### config.mk
export PLATFORM = sky130hd
export DESIGN_NAME = axi4_lite_rr_master_flat
export DESIGN_NICKNAME = d
export VERILOG_FILES = /design/src/rtl/axi4_lite_rr_master_if.sv /design/src/rtl/axi4_lite_rr_master.sv /design/src/flat_wrapper.sv
export SDC_FILE = /design/constraint.sdc
export NUM_CORES = 1
export LEC_CHECK = 0
export ABC_AREA = 1
export BUFFER_PORTS_ARGS = -buffer_cell sky130_fd_sc_hd__clkbuf_2
export CORE_AREA = 2 2 125 127
export DETAILED_ROUTE_END_ITERATION = 7
export DIE_AREA = 0 0 127 129
export HOLD_SLACK_MARGIN = 0.03
export PLACE_DENSITY = 0.73
export SETUP_SLACK_MARGIN = 0.1
export SLEW_MARGIN = 10
export SYNTH_ARGS = -nofsm -noshare
export SYNTH_HDL_FRONTEND = slang
export SYNTH_SLANG_ARGS = --single-unit
### constraint.sdc
create_clock -name ACLK -period 1.4 [get_ports ACLK]
set_input_delay 0 -clock ACLK [delete_from_list [all_inputs] [get_ports ACLK]]
set_output_delay 0 -clock ACLK [all_outputs]
set_load 0.01 [all_outputs]
### src/rtl/axi4_lite_rr_master_if.sv
// Bundle of requester-side and AXI4-Lite master-side signals for axi4_lite_rr_master.
// The master modport is the arbiter's view; the slave modport is the environment's view.
interface axi4_lite_rr_master_if #(
    parameter int unsigned ADDRESS    = 32,
    parameter int unsigned DATA_WIDTH = 32
);
    localparam int unsigned STRB_WIDTH = DATA_WIDTH / 8;

    // Requester 0 / 1 command ports
    logic                  REQ_VALID0, REQ_VALID1;
    logic                  REQ_READY0, REQ_READY1;
    logic                  REQ_WRITE0, REQ_WRITE1;
    logic [ADDRESS-1:0]    REQ_ADDR0, REQ_ADDR1;
    logic [DATA_WIDTH-1:0] REQ_WDATA0, REQ_WDATA1;
    logic [STRB_WIDTH-1:0] REQ_WSTRB0, REQ_WSTRB1;
    // Shared completion
    logic                  RSP_VALID0, RSP_VALID1;
    logic [DATA_WIDTH-1:0] RSP_RDATA;
    logic [1:0]            RSP_RESP;
    // AXI4-Lite master channels
    logic [ADDRESS-1:0]    M_AWADDR;
    logic                  M_AWVALID, M_AWREADY;
    logic [DATA_WIDTH-1:0] M_WDATA;
    logic [STRB_WIDTH-1:0] M_WSTRB;
    logic                  M_WVALID, M_WREADY;
    logic [1:0]            M_BRESP;
    logic                  M_BVALID, M_BREADY;
    logic [ADDRESS-1:0]    M_ARADDR;
    logic                  M_ARVALID, M_ARREADY;
    logic [DATA_WIDTH-1:0] M_RDATA;
    logic [1:0]            M_RRESP;
    logic                  M_RVALID, M_RREADY;

    modport master (
        input  REQ_VALID0, REQ_VALID1, REQ_WRITE0, REQ_WRITE1, REQ_ADDR0, REQ_ADDR1,
        input  REQ_WDATA0, REQ_WDATA1, REQ_WSTRB0, REQ_WSTRB1,
        output REQ_READY0, REQ_READY1, RSP_VALID0, RSP_VALID1, RSP_RDATA, RSP_RESP,
        output M_AWADDR, M_AWVALID, M_WDATA, M_WSTRB, M_WVALID, M_BREADY,
        output M_ARADDR, M_ARVALID, M_RREADY,
        input  M_AWREADY, M_WREADY, M_BRESP, M_BVALID, M_ARREADY, M_RDATA, M_RRESP, M_RVALID
    );

    modport slave (
        output REQ_VALID0, REQ_VALID1, REQ_WRITE0, REQ_WRITE1, REQ_ADDR0, REQ_ADDR1,
        output REQ_WDATA0, REQ_WDATA1, REQ_WSTRB0, REQ_WSTRB1,
        input  REQ_READY0, REQ_READY1, RSP_VALID0, RSP_VALID1, RSP_RDATA, RSP_RESP,
        input  M_AWADDR, M_AWVALID, M_WDATA, M_WSTRB, M_WVALID, M_BREADY,
        input  M_ARADDR, M_ARVALID, M_RREADY,
        output M_AWREADY, M_WREADY, M_BRESP, M_BVALID, M_ARREADY, M_RDATA, M_RRESP, M_RVALID
    );
endinterface

### src/rtl/axi4_lite_rr_master.sv
// Two-requester AXI4-Lite master. Round-robin arbitration in idle, one AXI transaction
// outstanding at a time, completion pulsed back to the winning requester.
module axi4_lite_rr_master #(
    parameter int unsigned ADDRESS    = 32,
    parameter int unsigned DATA_WIDTH = 32
) (
    input  logic                  ACLK,
    input  logic                  ARESETN,
    axi4_lite_rr_master_if.master bus
);
    localparam int unsigned STRB_WIDTH = DATA_WIDTH / 8;

    typedef enum logic [2:0] {StIdle, StWrite, StWresp, StRaddr, StRdata, StResp} state_e;

    state_e                state_q, state_d;
    logic                  last_grant_q, last_grant_d;
    logic                  owner_q, owner_d;
    logic [ADDRESS-1:0]    addr_q, addr_d;
    logic [DATA_WIDTH-1:0] wdata_q, wdata_d;
    logic [STRB_WIDTH-1:0] wstrb_q, wstrb_d;
    logic                  awvalid_q, awvalid_d;
    logic                  wvalid_q, wvalid_d;
    logic                  arvalid_q, arvalid_d;
    logic [DATA_WIDTH-1:0] rdata_q, rdata_d;
    logic [1:0]            resp_q, resp_d;
    logic                  grant0, grant1;
    logic                  grant_write;

    // Arbitration: a lone requester wins; on a tie the one not granted last time wins
    always_comb begin
        grant0      = bus.REQ_VALID0 & (~bus.REQ_VALID1 | last_grant_q);
        grant1      = bus.REQ_VALID1 & (~bus.REQ_VALID0 | ~last_grant_q);
        grant_write = grant1 ? bus.REQ_WRITE1 : bus.REQ_WRITE0;
    end

    // Next-state and command capture
    always_comb begin
        state_d      = state_q;
        last_grant_d = last_grant_q;
        owner_d      = owner_q;
        addr_d       = addr_q;
        wdata_d      = wdata_q;
        wstrb_d      = wstrb_q;
        awvalid_d    = awvalid_q;
        wvalid_d     = wvalid_q;
        arvalid_d    = arvalid_q;
        rdata_d      = rdata_q;
        resp_d       = resp_q;
        unique case (state_q)
            StIdle: begin
                if (grant0 || grant1) begin
                    owner_d      = grant1;
                    last_grant_d = grant1;
                    addr_d       = grant1 ? bus.REQ_ADDR1  : bus.REQ_ADDR0;
                    wdata_d      = grant1 ? bus.REQ_WDATA1 : bus.REQ_WDATA0;
                    wstrb_d      = grant1 ? bus.REQ_WSTRB1 : bus.REQ_WSTRB0;
                    if (grant_write) begin
                        state_d   = StWrite;
                        awvalid_d = 1'b1;
                        wvalid_d  = 1'b1;
                    end else begin
                        state_d   = StRaddr;
                        arvalid_d = 1'b1;
                    end
                end
            end
            StWrite: begin
                // AW and W complete independently, in any order
                if (bus.M_AWREADY) awvalid_d = 1'b0;
                if (bus.M_WREADY)  wvalid_d  = 1'b0;
                if ((!awvalid_q || bus.M_AWREADY) && (!wvalid_q || bus.M_WREADY)) begin
                    state_d = StWresp;
                end
            end
            StWresp: begin
                if (bus.M_BVALID) begin
                    resp_d  = bus.M_BRESP;
                    rdata_d = '0;
                    state_d = StResp;
                end
            end
            StRaddr: begin
                if (bus.M_ARREADY) begin
                    arvalid_d = 1'b0;
                    state_d   = StRdata;
                end
            end
            StRdata: begin
                if (bus.M_RVALID) begin
                    resp_d  = bus.M_RRESP;
                    rdata_d = bus.M_RDATA;
                    state_d = StResp;
                end
            end
            StResp:  state_d = StIdle;
            default: state_d = StIdle;
        endcase
    end

    // State and command registers; reset abandons any transaction in flight
    always_ff @(posedge ACLK or negedge ARESETN) begin
        if (!ARESETN) begin
            state_q      <= StIdle;
            last_grant_q <= 1'b1;
            owner_q      <= 1'b0;
            addr_q       <= '0;
            wdata_q      <= '0;
            wstrb_q      <= '0;
            awvalid_q    <= 1'b0;
            wvalid_q     <= 1'b0;
            arvalid_q    <= 1'b0;
            rdata_q      <= '0;
            resp_q       <= '0;
        end else begin
            state_q      <= state_d;
            last_grant_q <= last_grant_d;
            owner_q      <= owner_d;
            addr_q       <= addr_d;
            wdata_q      <= wdata_d;
            wstrb_q      <= wstrb_d;
            awvalid_q    <= awvalid_d;
            wvalid_q     <= wvalid_d;
            arvalid_q    <= arvalid_d;
            rdata_q      <= rdata_d;
            resp_q       <= resp_d;
        end
    end

    // Ready is gated by reset so nothing is accepted while reset is held
    assign bus.REQ_READY0 = ARESETN & (state_q == StIdle) & grant0;
    assign bus.REQ_READY1 = ARESETN & (state_q == StIdle) & grant1;
    assign bus.RSP_VALID0 = (state_q == StResp) & ~owner_q;
    assign bus.RSP_VALID1 = (state_q == StResp) & owner_q;
    assign bus.RSP_RDATA  = rdata_q;
    assign bus.RSP_RESP   = resp_q;
    assign bus.M_AWADDR   = addr_q;
    assign bus.M_AWVALID  = awvalid_q;
    assign bus.M_WDATA    = wdata_q;
    assign bus.M_WSTRB    = wstrb_q;
    assign bus.M_WVALID   = wvalid_q;
    assign bus.M_BREADY   = (state_q == StWresp);
    assign bus.M_ARADDR   = addr_q;
    assign bus.M_ARVALID  = arvalid_q;
    assign bus.M_RREADY   = (state_q == StRdata);
endmodule

### src/flat_wrapper.sv
// flat-port wrapper written by rule: the top's interface ports become plain ports
module axi4_lite_rr_master_flat 
#(
    parameter int unsigned ADDRESS    = 32,
    parameter int unsigned DATA_WIDTH = 32
)
  (ACLK, ARESETN, bus_REQ_VALID0, bus_REQ_VALID1, bus_REQ_WRITE0, bus_REQ_WRITE1, bus_REQ_ADDR0, bus_REQ_ADDR1, bus_REQ_WDATA0, bus_REQ_WDATA1, bus_REQ_WSTRB0, bus_REQ_WSTRB1, bus_REQ_READY0, bus_REQ_READY1, bus_RSP_VALID0, bus_RSP_VALID1, bus_RSP_RDATA, bus_RSP_RESP, bus_M_AWADDR, bus_M_AWVALID, bus_M_WDATA, bus_M_WSTRB, bus_M_WVALID, bus_M_BREADY, bus_M_ARADDR, bus_M_ARVALID, bus_M_RREADY, bus_M_AWREADY, bus_M_WREADY, bus_M_BRESP, bus_M_BVALID, bus_M_ARREADY, bus_M_RDATA, bus_M_RRESP, bus_M_RVALID);
  axi4_lite_rr_master_if #(.ADDRESS(ADDRESS), .DATA_WIDTH(DATA_WIDTH)) bus_i ();
  input  logic ACLK;
  input  logic ARESETN;
  input wire logic [$bits(bus_i.REQ_VALID0)-1:0] bus_REQ_VALID0;
  input wire logic [$bits(bus_i.REQ_VALID1)-1:0] bus_REQ_VALID1;
  input wire logic [$bits(bus_i.REQ_WRITE0)-1:0] bus_REQ_WRITE0;
  input wire logic [$bits(bus_i.REQ_WRITE1)-1:0] bus_REQ_WRITE1;
  input wire logic [$bits(bus_i.REQ_ADDR0)-1:0] bus_REQ_ADDR0;
  input wire logic [$bits(bus_i.REQ_ADDR1)-1:0] bus_REQ_ADDR1;
  input wire logic [$bits(bus_i.REQ_WDATA0)-1:0] bus_REQ_WDATA0;
  input wire logic [$bits(bus_i.REQ_WDATA1)-1:0] bus_REQ_WDATA1;
  input wire logic [$bits(bus_i.REQ_WSTRB0)-1:0] bus_REQ_WSTRB0;
  input wire logic [$bits(bus_i.REQ_WSTRB1)-1:0] bus_REQ_WSTRB1;
  output wire logic [$bits(bus_i.REQ_READY0)-1:0] bus_REQ_READY0;
  output wire logic [$bits(bus_i.REQ_READY1)-1:0] bus_REQ_READY1;
  output wire logic [$bits(bus_i.RSP_VALID0)-1:0] bus_RSP_VALID0;
  output wire logic [$bits(bus_i.RSP_VALID1)-1:0] bus_RSP_VALID1;
  output wire logic [$bits(bus_i.RSP_RDATA)-1:0] bus_RSP_RDATA;
  output wire logic [$bits(bus_i.RSP_RESP)-1:0] bus_RSP_RESP;
  output wire logic [$bits(bus_i.M_AWADDR)-1:0] bus_M_AWADDR;
  output wire logic [$bits(bus_i.M_AWVALID)-1:0] bus_M_AWVALID;
  output wire logic [$bits(bus_i.M_WDATA)-1:0] bus_M_WDATA;
  output wire logic [$bits(bus_i.M_WSTRB)-1:0] bus_M_WSTRB;
  output wire logic [$bits(bus_i.M_WVALID)-1:0] bus_M_WVALID;
  output wire logic [$bits(bus_i.M_BREADY)-1:0] bus_M_BREADY;
  output wire logic [$bits(bus_i.M_ARADDR)-1:0] bus_M_ARADDR;
  output wire logic [$bits(bus_i.M_ARVALID)-1:0] bus_M_ARVALID;
  output wire logic [$bits(bus_i.M_RREADY)-1:0] bus_M_RREADY;
  input wire logic [$bits(bus_i.M_AWREADY)-1:0] bus_M_AWREADY;
  input wire logic [$bits(bus_i.M_WREADY)-1:0] bus_M_WREADY;
  input wire logic [$bits(bus_i.M_BRESP)-1:0] bus_M_BRESP;
  input wire logic [$bits(bus_i.M_BVALID)-1:0] bus_M_BVALID;
  input wire logic [$bits(bus_i.M_ARREADY)-1:0] bus_M_ARREADY;
  input wire logic [$bits(bus_i.M_RDATA)-1:0] bus_M_RDATA;
  input wire logic [$bits(bus_i.M_RRESP)-1:0] bus_M_RRESP;
  input wire logic [$bits(bus_i.M_RVALID)-1:0] bus_M_RVALID;
  assign bus_i.REQ_VALID0 = bus_REQ_VALID0;
  assign bus_i.REQ_VALID1 = bus_REQ_VALID1;
  assign bus_i.REQ_WRITE0 = bus_REQ_WRITE0;
  assign bus_i.REQ_WRITE1 = bus_REQ_WRITE1;
  assign bus_i.REQ_ADDR0 = bus_REQ_ADDR0;
  assign bus_i.REQ_ADDR1 = bus_REQ_ADDR1;
  assign bus_i.REQ_WDATA0 = bus_REQ_WDATA0;
  assign bus_i.REQ_WDATA1 = bus_REQ_WDATA1;
  assign bus_i.REQ_WSTRB0 = bus_REQ_WSTRB0;
  assign bus_i.REQ_WSTRB1 = bus_REQ_WSTRB1;
  assign bus_REQ_READY0 = bus_i.REQ_READY0;
  assign bus_REQ_READY1 = bus_i.REQ_READY1;
  assign bus_RSP_VALID0 = bus_i.RSP_VALID0;
  assign bus_RSP_VALID1 = bus_i.RSP_VALID1;
  assign bus_RSP_RDATA = bus_i.RSP_RDATA;
  assign bus_RSP_RESP = bus_i.RSP_RESP;
  assign bus_M_AWADDR = bus_i.M_AWADDR;
  assign bus_M_AWVALID = bus_i.M_AWVALID;
  assign bus_M_WDATA = bus_i.M_WDATA;
  assign bus_M_WSTRB = bus_i.M_WSTRB;
  assign bus_M_WVALID = bus_i.M_WVALID;
  assign bus_M_BREADY = bus_i.M_BREADY;
  assign bus_M_ARADDR = bus_i.M_ARADDR;
  assign bus_M_ARVALID = bus_i.M_ARVALID;
  assign bus_M_RREADY = bus_i.M_RREADY;
  assign bus_i.M_AWREADY = bus_M_AWREADY;
  assign bus_i.M_WREADY = bus_M_WREADY;
  assign bus_i.M_BRESP = bus_M_BRESP;
  assign bus_i.M_BVALID = bus_M_BVALID;
  assign bus_i.M_ARREADY = bus_M_ARREADY;
  assign bus_i.M_RDATA = bus_M_RDATA;
  assign bus_i.M_RRESP = bus_M_RRESP;
  assign bus_i.M_RVALID = bus_M_RVALID;
  axi4_lite_rr_master #(.ADDRESS(ADDRESS), .DATA_WIDTH(DATA_WIDTH)) u_core (.ACLK(ACLK), .ARESETN(ARESETN), .bus(bus_i));
endmodule
# After elaboration in Yosys (flattened, before gate mapping)
# Cells that the tools add are included.
# op_classes
n_bitwise	13
n_eq_ne	14
n_reduce_logical	16
mux	27
# op_table
cell	n
32-bit 2-to-1 mux	4
32-bit one-hot mux with 2 select lines	1
3-bit 2-to-1 mux	5
3-bit one-hot mux with 5 select lines	1
4-bit AND reduction	3
2-bit by 1-bit != test with 1-bit output, second input constant	5
1-bit 2-to-1 mux	8
2-bit != test, second input constant	4
1-bit bitwise AND	7
3-bit by 2-bit == test with 1-bit output, second input constant	2
3-bit == test, second input constant	2
2-bit 2-to-1 mux	3
1-bit one-hot mux with 2 select lines	3
2-bit nonzero test	3
5-bit AND reduction	1
4-bit 2-to-1 mux	1
1-bit inverter	4
2-bit one-hot mux with 2 select lines	1
3-bit by 1-bit == test with 1-bit output, second input constant	1
3-bit logical NOT	1
1-bit logical OR	3
3-bit AND reduction	1
1-bit logical NOT	2
1-bit OR	2
2 further kinds	2
# totals
ff_bits	110
in_bits	183
out_inout_bits	143

# Depth between registers and ports, before layout
# logic_depth
ltp_word	7
ltp_mapped	9
ltp_nobuf	8

# Worst setup path after synthesis
# OpenSTA, ideal clock, no wires.
# synth_timing
kind	flip-flop to flip-flop
from	reg u_core.last_grant_q
to	reg u_core.addr_q[28] (netlist: u_core.bus.M_ARADDR[28])
t_arrival_ns	1.314
path_slack_ns	-0.033
path_stages_with_launch	9
path_buffers	2
cell_sequence	dfstp_2 nand2_1 nand2_2 inv_2 buf_4 buf_2 nand2_1 nand3_2 o21a_1
# synth_via
elab_chain_len	5
elab_cells_between_ends	8
classes_between	mux (1); bitwise (5); reduce/logical (2)
# synth_rtl
element	line	rtl
start: declaration	axi4_lite_rr_master.sv:16	logic last_grant_q, last_grant_d;
start signal: assignment	axi4_lite_rr_master.sv:116	last_grant_q <= last_grant_d;
1-bit inverter	axi4_lite_rr_master.sv:32	grant1 = bus.REQ_VALID1 & (~bus.REQ_VALID0 | ~last_grant_q);
1-bit OR	axi4_lite_rr_master.sv:32	
1-bit bitwise AND	axi4_lite_rr_master.sv:32	
1-bit logical OR	axi4_lite_rr_master.sv:51	if (grant0 || grant1) begin
2-bit AND reduction (no source line)	n/a	
end signal: assignment	axi4_lite_rr_master.sv:118	addr_q <= addr_d;
end: declaration	axi4_lite_rr_master.sv:18	logic [ADDRESS-1:0] addr_q, addr_d;
# Parallel ways exist; a longest one is shown, timed or not.
# A chain may end at the register's enable or synchronous reset.

# Final worst setup path
# layout_timing
from	reg u_core.state_q[1]
to	reg u_core.addr_q[15] (netlist: u_core.bus.M_ARADDR[15])
# layout_via
elab_chain_len	2
# layout_rtl
element	line	rtl
start: declaration	axi4_lite_rr_master.sv:15	state_e state_q, state_d;
start signal: assignment	axi4_lite_rr_master.sv:103	state_q <= StIdle;
start signal: assignment	axi4_lite_rr_master.sv:115	state_q <= state_d;
3-bit logical NOT	axi4_lite_rr_master.sv:49	unique case (state_q)
2-bit AND reduction (no source line)	n/a	
# Every way passes these cells.

==> reports/results.ini <==
[clock_tree]
clkLatencyLatePin_ns = 0.36
h-tree-depth = 3
cts_buffers = 9
cts_sinks = 110
clkTransAtPathRegs_ns = 0.07
ctsRootBufferMaster = clkbuf_16
cts_buffer_depth = 2
tritoncts = done

[worst_setup_path]
end_kind = flop
cp_slowest_stage_delay_ns = 0.46
startpoint_type = flop
arrival_ns = 1.75
slowest_stage = dfrtp_2
worstSetupPathType = reg -> reg
crit_family = flip-flops
critical_path.max_fanout = 6
cp.buffers_inverters = 4
cp_data_required_time_ns = 1.64
critical_path.cell_chain = nor2_4, nand2_4, inv_4, nand2_8, inv_12, buf_6, buf_16, nand3_2, o21a_1

[yosys]
syn_area_per_cell_sq_um = 8.64
synth-main-ff-cell = dfrtp_1
syn-num-nets = 830
yosysWarnings = 0
async_reset_ff_share_pct = 100
yosys.area.top_type = dfrtp_1
synthCells = 647
ys_ff_latch = 110
ys_seq_area_share_pct = 49.3
yosys-top-cells-count = 241 x nand2_1, 109 x dfrtp_1, 68 x o21a_1
synth_area_leaders = dfrtp_1 49%, nand2_1 16%, o21a_1 9.1%, nand3_1 5.2%, buf_4 4.7%
yosysMostFrequentCell = nand2_1
netlist.area_leader.share_pct = 48.8
syn_area_sq_um = 5590
synthDistinctLibCells = 26
synth_edf_count = 0

[pwr]
ir_drop_uv = 1170
seqPwrFrac_pct = 28.7
clkPwrFrac_pct = 12.1
swShare_pct = 43.1
power.density_nw_per_um2 = 1940
p_total_uw = 20400
p_sw_uw = 8790
power.internal_uw = 11600
power_frac_comb_pct = 59.2
power.leakage_uw = 0.00528

[layout]
drive_gt1_share_pct = 46.3
stdcell_count = 1354
final_util_pct = 70.3
final_nets = 1343
nFillCells = 974
area_growth_pct = 88.4

[die]
die_area_sq_um = 16400
core_sq_um = 15000
die_w_um = 127
fp.dieH_um = 129
row_count = 45
initial_core_util_pct = 37.3
io_pins = 326

[routing]
routed_wl_um = 25600
first_pass_iters = 4
wl_per_cell_um = 18.9
ant_nets = 0
drtIter0Drc = 384
drc = 0
num_vias = 7079
vias_per_cell = 5.23

[placed_design]
place.gp.congestion = 0.821
port_buffers = 325
dp_hpwl_um = 12300
dp_slack_ns = -0.215
dp_cells = 1119

[sta]
rsz0062_at_grt = yes
relSlewSlack_pct = 76.3
setup_slack_ns = -0.107
tightest_slew_ns = 0.356
post-route-period-util_pct = 108
fmax_mhz = 663
finalCriticalPeriod_ns = 1.51
skew_ns = 0.0132
hold_viol = 0
fin_setup_tns_ns = -4.16
drv_slew = 0
setup_violations = 91

[global_routing]
grt_pass1_wl_um = 37500
grt_overflow = 0
antenna_found_initial = 1
grt_usage_pct = 29.4
grt_max_degree = 65
grt_pass1_vias = 7323

[min_path]
hold_path_class = in -> reg

[outcome]
violations = setup timing
status = finished, violations left

[run]
max-cap-violations = 0

sequential cells by signal (all words and copies together) (netlist names):
register	flops
u_core.bus.M_ARADDR	32
u_core.bus.M_ARVALID	1
u_core.bus.M_AWVALID	1
u_core.bus.M_WDATA	32
u_core.bus.M_WSTRB	4
u_core.bus.M_WVALID	1
u_core.bus.RSP_RDATA	32
u_core.bus.RSP_RESP	2
u_core.last_grant_q	1
u_core.owner_q	1
u_core.state_q	3
power groups by stage:
stage,clock (uW),sequential [uW],combinational [uW]
2_1_floorplan,0,6250,5050
3_3_place_gp,0,5680,8100
3_5_place_dp,0,5730,8260
4_1_cts,2530,5720,11000
5_1_grt,2640,5990,12800
6_report,2470,5860,12100
stage by stage:
stage / instance area [sq um] / hold slack [ns]
3_5_place_dp: 7300 / 0.0688
4_1_cts: 10200 / 0.0304
3_3_place_gp: 7300 / 0.0778
5_1_grt: 10500 / 0.0644
6_report: 10500 / 0.0560
2_1_floorplan: 5650 / -0.296
placed cells by master (no fill, tap or decap), types with 2 or more instances in the layout:
master / n
dfrtp_1: 107
clkinvlp_4: 3
clkbuf_16: 12
dfrtp_2: 2
nand3_4: 3
inv_8: 3
buf_2: 3
buf_12: 13
buf_8: 3
inv_4: 2
nor2_4: 8
nand2_2: 25
nor2_2: 3
buf_6: 18
nand2_1: 210
o21ai_1: 12
o21ai_0: 2
buf_16: 12
nor3_2: 2
buf_4: 25
nand3_2: 39
inv_1: 13
o21a_1: 68
o21ai_2: 22
nand2_4: 10
inv_2: 2
dlygate4sd3_1: 174
clkbuf_2: 319
nand2_8: 2
nand3_1: 36
metal layers:
layer	part of all wire (%)	GRT usage, %
met4	5.3	17.5
met3	7.6	6.03
met2	53	53.3
met1	35	31.7
met5	0	0
final cells by class:
type	count	area [sq um]	area share, %
Tap cell	188	235	2.23
Antenna cell	1	2.50	0.0238
Clock buffer	9	225	2.14
Timing Repair inverter	1	11.3	0.107
Timing Repair Buffer	570	4450	42.3
Multi-Input combinational cell	448	2670	25.4
Sequential cell	110	2760	26.2
Inverter	20	116	1.11
Clock inverter	7	56.3	0.535
worst register-to-register path, stage by stage, from the launching register on:
cell	delay (ns)
dfrtp_2	0.46
nor2_4	0.16
nand2_4	0.07
inv_4	0.08
nand2_8	0.08
inv_12	0.10
buf_6	0.12
buf_16	0.12
nand3_2	0.07
o21a_1	0.13
worst paths after layout:
path                                                from                       end  slack [ns]  depth (start not counted)
worst max-delay path                   u_core.state_q[1]   u_core.bus.M_ARADDR[15]       -0.11                          9
worst max register to register         u_core.state_q[1]   u_core.bus.M_ARADDR[15]       -0.11                          9
worst min register to register  u_core.bus.RSP_RDATA[25]  u_core.bus.RSP_RDATA[25]        0.48                          2
max in group asynchronous                        ARESETN    u_core.bus.RSP_RESP[1]        0.82                          3
min in group asynchronous                        ARESETN     u_core.bus.M_WDATA[7]        0.25                          3
worst min-delay path                      bus_REQ_WRITE0      u_core.bus.M_AWVALID        0.06                          5
kinds of logic after synthesis:
group / count (synthesis) / synth area share [%]
buf+inv: 90 / 10.9
flops: 110 / 49.3
simple gates: 340 / 27.2
compound gates: 107 / 12.7
timing repair:
item / CTS / global route
hold buffers: 174 / 0
pin swaps: 15 / 27
buffers inserted: 26 / 3
endpoints found under the setup margin: 115 / 115
cloned: 15 / 3
hold endpoints to repair: 214 / 0
resized for setup: 114 / 74
Power figures use the tool's default switching activity.
